File: config.mk
export PLATFORM = sky130hd
export DESIGN_NAME = hazard_ctrl
export DESIGN_NICKNAME = d
export VERILOG_FILES = /design/src/rtl/hazard_ctrl_pkg.sv /design/src/rtl/hazard_ctrl_cmp.sv /design/src/rtl/hazard_ctrl.sv
export SDC_FILE = /design/constraint.sdc
export NUM_CORES = 1
export LEC_CHECK = 0
export CORE_UTILIZATION = 34
export CTS_BUF_LIST = sky130_fd_sc_hd__clkbuf_16
export DETAILED_ROUTE_END_ITERATION = 16
export PLACE_DENSITY = 0.78
export SETUP_SLACK_MARGIN = 0.15
export SYNTH_ARGS = -nofsm -noshare
export SYNTH_HDL_FRONTEND = slang
export SYNTH_HIERARCHICAL = 1
export SYNTH_SLANG_ARGS = --single-unit
File: constraint.sdc
create_clock -name clk -period 1.75 [get_ports clk]
set_clock_uncertainty 0.1 [all_clocks]
set_input_delay 0.35 -clock clk [delete_from_list [all_inputs] [get_ports clk]]
set_output_delay 0.35 -clock clk [all_outputs]
set_load 0.03 [all_outputs]
File: src/rtl/hazard_ctrl_pkg.sv
// hazard_ctrl_pkg
// Shared types and constants for the pipeline hazard controller and its
// load-use compare.
//   state_t  : controller FSM encoding (RUN, MC_WAIT, FLUSH)
//   MEM_LOAD : EX memory-control code for a load
//   REG_ZERO : hard-wired zero register, never a hazard source
package hazard_ctrl_pkg;

  typedef enum logic [1:0] {
    RUN     = 2'd0,
    MC_WAIT = 2'd1,
    FLUSH   = 2'd2
  } state_t;

  localparam logic [1:0] MEM_LOAD = 2'b01;
  localparam logic [4:0] REG_ZERO = 5'd0;

endpackage

File: src/rtl/hazard_ctrl_cmp.sv
// hazard_cmp
// Combinational load-use compare: flags when the instruction in EX is a
// register-writing load whose destination is read by the instruction in ID.
// Ports:
//   id_rs, id_rt            in  ID source register fields
//   id_uses_rs, id_uses_rt  in  ID instruction reads that field
//   ex_Mem_Write_Read       in  EX memory control (MEM_LOAD = load)
//   ex_RegWrite             in  EX writes the register file
//   ex_dest                 in  EX destination register
//   hazard                  out load-use hazard present
module hazard_cmp
  import hazard_ctrl_pkg::*;
(
  input  logic [4:0] id_rs,
  input  logic [4:0] id_rt,
  input  logic       id_uses_rs,
  input  logic       id_uses_rt,
  input  logic [1:0] ex_Mem_Write_Read,
  input  logic       ex_RegWrite,
  input  logic [4:0] ex_dest,
  output logic       hazard
);

  logic ex_is_load;
  logic rs_match;
  logic rt_match;

  // Writes to the zero register are discarded, so they can never feed ID.
  assign ex_is_load = (ex_Mem_Write_Read == MEM_LOAD) && ex_RegWrite &&
                      (ex_dest != REG_ZERO);
  assign rs_match   = id_uses_rs && (id_rs == ex_dest);
  assign rt_match   = id_uses_rt && (id_rt == ex_dest);
  assign hazard     = ex_is_load && (rs_match || rt_match);

endmodule

File: src/rtl/hazard_ctrl.sv
// hazard_ctrl
// Pipeline hazard controller. Looks at the EX-stage controls of the ID/EX
// register and the ID source fields, and drives stall/flush/bubble controls
// into PC, IF/ID and ID/EX for load-use hazards, redirects (taken branch or
// jump) and multi-cycle EX operations.
//
//   state   | meaning
//   --------+-------------------------------------------------------------
//   RUN     | normal flow; resolve redirect > multi-cycle > load-use
//   MC_WAIT | multi-cycle op occupying EX; hold front end and ID/EX
//   FLUSH   | extra IF/ID flush cycle after a redirect
//
// Parameters:
//   MC_CYCLES   total EX occupancy of a multi-cycle op (2..16)
//   FLUSH_EXTRA extra IF/ID flush cycles after a redirect (0 or 1)
// Ports:
//   clk, rst                  pipeline clock, synchronous active-high reset
//   id_rs/id_rt, id_uses_*    ID source fields and their read enables
//   ex_Mem_Write_Read, ex_RegWrite, ex_dest   EX load detection
//   ex_branch_taken, ex_jump  EX redirect sources
//   ex_mc_start               EX holds a new multi-cycle op
//   pc_stall, ifid_stall, ifid_flush, idex_bubble, idex_hold  controls
//   busy                      FSM not in RUN
// Optional feature (macro HAZARD_PERF_CNT_EN): adds 32-bit stall_cnt and
// flush_cnt performance counters.
module hazard_ctrl
  import hazard_ctrl_pkg::*;
#(
  parameter int MC_CYCLES   = 4,
  parameter int FLUSH_EXTRA = 1
) (
  input  logic        clk,
  input  logic        rst,
  input  logic [4:0]  id_rs,
  input  logic [4:0]  id_rt,
  input  logic        id_uses_rs,
  input  logic        id_uses_rt,
  input  logic [1:0]  ex_Mem_Write_Read,
  input  logic        ex_RegWrite,
  input  logic [4:0]  ex_dest,
  input  logic        ex_branch_taken,
  input  logic [1:0]  ex_jump,
  input  logic        ex_mc_start,
  output logic        pc_stall,
  output logic        ifid_stall,
  output logic        ifid_flush,
  output logic        idex_bubble,
  output logic        idex_hold,
  output logic        busy
`ifdef HAZARD_PERF_CNT_EN
  ,
  output logic [31:0] stall_cnt,
  output logic [31:0] flush_cnt
`endif
);

  // The start cycle is spent in RUN, so MC_WAIT covers the remaining
  // MC_CYCLES-1 cycles: counter loaded with MC_CYCLES-2, exit at zero.
  localparam logic [3:0] MC_LOAD = 4'(MC_CYCLES - 2);

  state_t     state;
  state_t     state_nxt;
  logic [3:0] cnt;
  logic [3:0] cnt_nxt;
  logic       load_use;
  logic       redirect;

  hazard_cmp u_cmp (
    .id_rs             (id_rs),
    .id_rt             (id_rt),
    .id_uses_rs        (id_uses_rs),
    .id_uses_rt        (id_uses_rt),
    .ex_Mem_Write_Read (ex_Mem_Write_Read),
    .ex_RegWrite       (ex_RegWrite),
    .ex_dest           (ex_dest),
    .hazard            (load_use)
  );

  assign redirect = ex_branch_taken || (ex_jump != 2'b00);

  always_ff @(posedge clk) begin
    if (rst) begin
      state <= RUN;
      cnt   <= 4'd0;
    end else begin
      state <= state_nxt;
      cnt   <= cnt_nxt;
    end
  end

  always_comb begin
    state_nxt   = state;
    cnt_nxt     = cnt;
    pc_stall    = 1'b0;
    ifid_stall  = 1'b0;
    ifid_flush  = 1'b0;
    idex_bubble = 1'b0;
    idex_hold   = 1'b0;
    busy        = 1'b0;
    // Reset is synchronous but must silence the controls in its own cycle.
    if (!rst) begin
      busy = (state != RUN);
      case (state)
        RUN: begin
          // A redirect squashes the ID instruction, so any load-use stall
          // or multi-cycle start seen alongside it is moot.
          if (redirect) begin
            ifid_flush  = 1'b1;
            idex_bubble = 1'b1;
            state_nxt   = (FLUSH_EXTRA == 1) ? FLUSH : RUN;
          end else if (ex_mc_start) begin
            pc_stall   = 1'b1;
            ifid_stall = 1'b1;
            idex_hold  = 1'b1;
            cnt_nxt    = MC_LOAD;
            state_nxt  = MC_WAIT;
          end else if (load_use) begin
            pc_stall    = 1'b1;
            ifid_stall  = 1'b1;
            idex_bubble = 1'b1;
          end
        end
        MC_WAIT: begin
          pc_stall   = 1'b1;
          ifid_stall = 1'b1;
          idex_hold  = 1'b1;
          if (cnt == 4'd0) begin
            state_nxt = RUN;
          end else begin
            cnt_nxt = cnt - 4'd1;
          end
        end
        FLUSH: begin
          ifid_flush = 1'b1;
          state_nxt  = RUN;
        end
        default: begin
          state_nxt = RUN;
          cnt_nxt   = 4'd0;
        end
      endcase
    end
  end

`ifdef HAZARD_PERF_CNT_EN
  always_ff @(posedge clk) begin
    if (rst) begin
      stall_cnt <= 32'd0;
      flush_cnt <= 32'd0;
    end else begin
      if (pc_stall)   stall_cnt <= stall_cnt + 32'd1;
      if (ifid_flush) flush_cnt <= flush_cnt + 32'd1;
    end
  end
`endif

endmodule

==> flow_summary.html, run 1 <==
<table>
<tr><th>Metric</th><th>Value</th></tr>
<tr><th colspan="2">Cells and area</th></tr>
<tr><td>Combined area of the multi-input logic cells</td><td>513.0 um^2</td></tr>
<tr><td>Layout-stage area growth over the synthesis result</td><td>92.37%</td></tr>
<tr><td>Non-filler instance count after layout</td><td>128</td></tr>
<tr><td>Fraction of final layout cells sized beyond drive strength 1</td><td>between 40% and 50%</td></tr>
<tr><td>Register area</td><td>121.4 um^2</td></tr>
<tr><td>Filler cell count in the final layout</td><td>116</td></tr>
<tr><td>Layout net count</td><td>142</td></tr>
<tr><td>Ant. Diodes</td><td>0</td></tr>
<tr><th colspan="2">Critical path</th></tr>
<tr><td>Crit. End Element</td><td>output port</td></tr>
<tr><td>Series of cell instances along the critical path</td><td>buf_8, buf_4, xor2_1, nor4_1, nand3_1, a21oi_2, buf_4, a21oi_2, nor4_2, buf_4</td></tr>
<tr><td>Worst R2R Path Depth</td><td>5</td></tr>
<tr><td>Data required time at the worst endpoint</td><td>1.30 ns</td></tr>
<tr><td>Critical Setup Path Class</td><td>primary input to output port</td></tr>
<tr><td>Destination of the worst register-to-register timing path</td><td>cnt[2]</td></tr>
<tr><td>Reg-to-reg startpoint</td><td>cnt[0]</td></tr>
<tr><td>Worst-path fanout max</td><td>3</td></tr>
<tr><td>Internal reg-to-reg setup slack</td><td>0.27 ns</td></tr>
<tr><td>Cell type with the highest occurrence count on the critical path</td><td>buf_4</td></tr>
<tr><td>Launching element type of the critical path</td><td>primary input</td></tr>
<tr><td>Max stage delay on crit path</td><td>0.25 ns</td></tr>
<tr><td>Data arrival, critical path</td><td>1.84 ns</td></tr>
<tr><td>Worst-path cell with the longest stage delay</td><td>nor4_1</td></tr>
<tr><th colspan="2">Synth</th></tr>
<tr><td>Sequential share of the synthesized area</td><td>20.34%</td></tr>
<tr><td>Mean instance size in the synthesized netlist</td><td>8.437 um^2</td></tr>
<tr><td>Syn Inst Count</td><td>70</td></tr>
<tr><td>Fraction of the mapped netlist area in simple logic gates</td><td>between 30% and 40%</td></tr>
<tr><td>Cell types with the largest area share after synthesis</td><td>dfxtp_1 20%, xor2_1 12%, nor4_1 5.3%</td></tr>
<tr><td>Xor/xnor cell area share of the yosys netlist</td><td>14.83%</td></tr>
<tr><td>Net count after synthesis</td><td>between 90 and 100</td></tr>
<tr><td>Complex-gate fraction of the synthesized area</td><td>17.16%</td></tr>
<tr><td>Dominant cell type by area after synthesis</td><td>dfxtp_1</td></tr>
<tr><td>Number of unique standard cell types used by synthesis</td><td>34</td></tr>
<tr><td>Fraction of synthesized area in multiplexers</td><td>under 10%</td></tr>
<tr><td>Flops &amp; latches, synth</td><td>6</td></tr>
<tr><td>Main combinational cell family by area after synthesis</td><td>simple AND/OR/NAND/NOR gates</td></tr>
<tr><td>Synthesized-area fraction occupied by adder cells</td><td>~4.2%</td></tr>
<tr><td>Warnings, synthesis</td><td>6</td></tr>
<tr><td>Main flop type after synthesis</td><td>dfxtp_1</td></tr>
<tr><td>Count of flip-flops with a built-in enable after synthesis</td><td>0</td></tr>
<tr><td>Area share of the largest cell type after synthesis</td><td>20.34%</td></tr>
<tr><td>Post-synth ARST share</td><td>0%</td></tr>
<tr><td>Cell Area, Synth</td><td>590.6 um^2</td></tr>
<tr><th colspan="2">Power and ir drop</th></tr>
<tr><td>Static leakage power</td><td>between 0.4 and 0.5 nW</td></tr>
<tr><td>Switching share of total power</td><td>23.97%</td></tr>
<tr><td>Combinational power share</td><td>27.1%</td></tr>
<tr><td>Switching power</td><td>0.0001709 W</td></tr>
<tr><td>Power share of the clock group</td><td>51.7%</td></tr>
<tr><td>Int Power</td><td>0.0005421 W</td></tr>
<tr><td>Portion of total power attributed to sequential cells</td><td>21.2%</td></tr>
<tr><td>Power per standard cell area</td><td>627.7 mW/mm^2</td></tr>
<tr><td>Worst supply voltage drop on vdd</td><td>717.1 uV</td></tr>
<tr><th colspan="2">Placed design</th></tr>
<tr><td>Half-perimeter wire length after detailed placement</td><td>1429 um</td></tr>
<tr><td>Final Wtd Congestion</td><td>0.8364</td></tr>
<tr><td>Number of cells after detailed placement</td><td>123</td></tr>
<tr><td>Post-Place Setup Slack</td><td>-0.8030 ns</td></tr>
<tr><td># port buffers</td><td>31</td></tr>
<tr><th colspan="2">Drt</th></tr>
<tr><td>Total detailed-routing wirelength</td><td>1805 um</td></tr>
<tr><td>Number of detailed-route iterations in the first pass</td><td>3</td></tr>
<tr><td>Number of nets with antenna violations after routing</td><td>0</td></tr>
<tr><td>Vias per inst</td><td>5.242</td></tr>
<tr><td>Remaining DRCs</td><td>0</td></tr>
<tr><td>Number of violations reported at the end of detailed-routing iteration 0</td><td>9</td></tr>
<tr><td>Post-detailed-route wirelength per cell</td><td>14.10 um</td></tr>
<tr><td>Vias</td><td>671</td></tr>
<tr><th colspan="2">Timing</th></tr>
<tr><td>Normalized max-slew margin</td><td>a little over 80%</td></tr>
<tr><td>Setup slack of the critical path after layout</td><td>-0.5435 ns</td></tr>
<tr><td>Pins Over Slew Limit</td><td>0</td></tr>
<tr><td>Endpoints failing hold</td><td>0</td></tr>
<tr><td>RSZ-0062 raised after global routing</td><td>true</td></tr>
<tr><td>Fmax achieved</td><td>436.0 MHz</td></tr>
<tr><td>Setup-violating endpoint count in the final report</td><td>3</td></tr>
<tr><td>Final period util</td><td>131.1%</td></tr>
<tr><td>Final critical path time including I/O delays and setup</td><td>2.294 ns</td></tr>
<tr><td>Slew @ Worst Pin</td><td>0.2837 ns</td></tr>
<tr><th colspan="2">Min path</th></tr>
<tr><td>Capture endpoint of the worst hold path</td><td>cnt[1]</td></tr>
<tr><td>Startpoint of the tightest hold check path</td><td>cnt[1]</td></tr>
<tr><td>Instance count along the most critical hold path</td><td>2</td></tr>
<tr><td>Tightest Hold Check Type</td><td>register to register</td></tr>
<tr><th colspan="2">Floorplanning</th></tr>
<tr><td>Initial cell density of the core</td><td>a little under two fifths</td></tr>
<tr><td>Top-level port count</td><td>32</td></tr>
<tr><td>DIE AREA</td><td>0.001908 mm^2</td></tr>
<tr><td>Vertical die dimension</td><td>43.68 um</td></tr>
<tr><td>Die width</td><td>43.68 um</td></tr>
<tr><td>Placement row count</td><td>14</td></tr>
<tr><td>Core Footprint</td><td>0.001559 mm^2</td></tr>
<tr><th colspan="2">Global route</th></tr>
<tr><td>Maximum number of pins on one net before global-route repair</td><td>9</td></tr>
<tr><td>Initial antenna violation count</td><td>0</td></tr>
<tr><td>Number of global-route vias before repair</td><td>about 640</td></tr>
<tr><td>Wire length of the first global-routing pass</td><td>2980 um</td></tr>
<tr><td>GRT Total Usage</td><td>roughly a fifth</td></tr>
<tr><td>Grt total ovfl</td><td>0</td></tr>
<tr><th colspan="2">Clocking</th></tr>
<tr><td>Skew-Pair Late Insertion Delay</td><td>roughly 0.23 ns</td></tr>
<tr><td>Deepest level of the CTS H-tree</td><td>1</td></tr>
<tr><td>Root Buffer Master</td><td>clkbuf_16</td></tr>
<tr><td>Clk pin slew, worst setup/hold paths</td><td>0.03 ns</td></tr>
<tr><td>Number of sinks driven by the clock tree</td><td>6</td></tr>
<tr><td>CTS tree</td><td>yes</td></tr>
<tr><td>Max Buffers Root-to-Sink</td><td>2</td></tr>
<tr><td>Number of buffers added to fix hold violations after cts</td><td>0</td></tr>
<tr><td>Number of buffers added by the clock tree synthesis step</td><td>3</td></tr>
<tr><th colspan="2">Job</th></tr>
<tr><td>Count of maximum capacitance violations</td><td>0</td></tr>
<tr><th colspan="2">Outcome</th></tr>
<tr><td>Violations in the final reports</td><td>setup timing</td></tr>
<tr><td>Outcome</td><td>finished with violations</td></tr>
</table>
state kept, by name, summed over array words and instances, names as in the netlist:
name / flops
state: 2
cnt: 4
power by group through the flow:
stage	clock network, W	logic (W)	registers (W)
2_1_floorplan	0	0.0000930	0.000145
5_1_grt	0.000390	0.000206	0.000151
3_5_place_dp	0	0.000185	0.000151
6_report	0.000369	0.000193	0.000151
3_3_place_gp	0	0.000181	0.000151
4_1_cts	0.000377	0.000192	0.000151
kinds of logic after synthesis:
| logic type | count (synthesis) |
|---|---|
| adders and majority gates | 2 |
| and+or+nand+nor | 29 |
| AOI/OAI and AO/OA | 14 |
| buffers and inverters | 8 |
| DFF | 6 |
| muxes | 1 |
| xor gates and xnor gates | 10 |
layout by cell type (no fill, tap or decap), drive strengths merged, types with 4 or more instances in the layout:
master and count:
clkdlybuf4s15 6, nor2 6, dlygate4sd2 6, inv 4, xor2 8, nand3 4
clkdlybuf4s50 7, nor4 6, buf 24, dfxtp 6
through the flow:
step / hold slack, ns / total power [W] / util, % / TNS, ns / instance area, um^2
2_1_floorplan: 0.3699 / 0.0002384 / - / -1.022 / 636.9
3_3_place_gp: 0.3906 / 0.0003318 / 63.48 / -3.219 / 989.7
3_5_place_dp: 0.4012 / 0.0003360 / 63.48 / -3.565 / 989.7
4_1_cts: 0.4063 / 0.0007199 / 72.63 / -1.558 / 1132
5_1_grt: 0.4574 / 0.0007477 / 72.87 / -1.912 / 1136
6_report: 0.4201 / 0.0007131 / 72.87 / -1.580 / 1136
area by class of cell:
cell class	count	area share [%]
clock buffers	3	6.608
inverters	4	1.322
multi-input cells	56	45.15
flip-flops and latches	6	10.68
well taps	16	1.762
repair buffers	43	34.47
Yosys cell counts (2+ instances only):
master    n
nand2b_1  2
inv_1     4
dfxtp_1   6
nor2_1    6
xnor2_1   2
a31oi_1   2
nor3_1    3
nor4_1    5
ha_1      2
a21oi_1   3
buf_6     2
xor2_1    8
nand3_1   4
routing by layer:
layer	track usage, %	vias up	wire length [um]
li1	-	343	-
met1	26.97	319	800
met5	0	-	0
met4	1.875	0	0
met3	6.667	0	61
met2	36.72	9	944
worst max-delay path by stage:
stage                             end       start  slack, ns
final                     idex_bubble  ex_dest[1]      -0.54
after global routing      idex_bubble  ex_dest[1]      -0.65
after CTS                    pc_stall  ex_dest[1]      -0.53
after detailed placement     pc_stall  ex_dest[0]      -0.80
after global placement       pc_stall  ex_dest[0]      -0.77
after floorplan              pc_stall  ex_dest[1]      -0.43
worst max-delay path, delay by kind of cell:
family / cells / cell delay, ns
buffers and inverters: 4 / 0.55
AND/OR/NAND/NOR: 3 / 0.53
AO/OA/AOI/OAI: 2 / 0.25
XOR/XNOR: 1 / 0.15
what timing repair did:
item / CTS / global route
pin swaps: 14 / 7
gates resized for setup: 63 / 2
setup buffers: 2 / 0
endpoints found under the setup margin: 11 / 6
(Power assumes the default switching activity.)
==> inputs of run 2 (changes only) <==
- ABC_CLOCK_PERIOD_IN_PS: not set -> 1750
- SLEW_MARGIN: not set -> 10
==> results of run 2 <==
No change in the layout: final DEF, timing and power equal those of run 1.
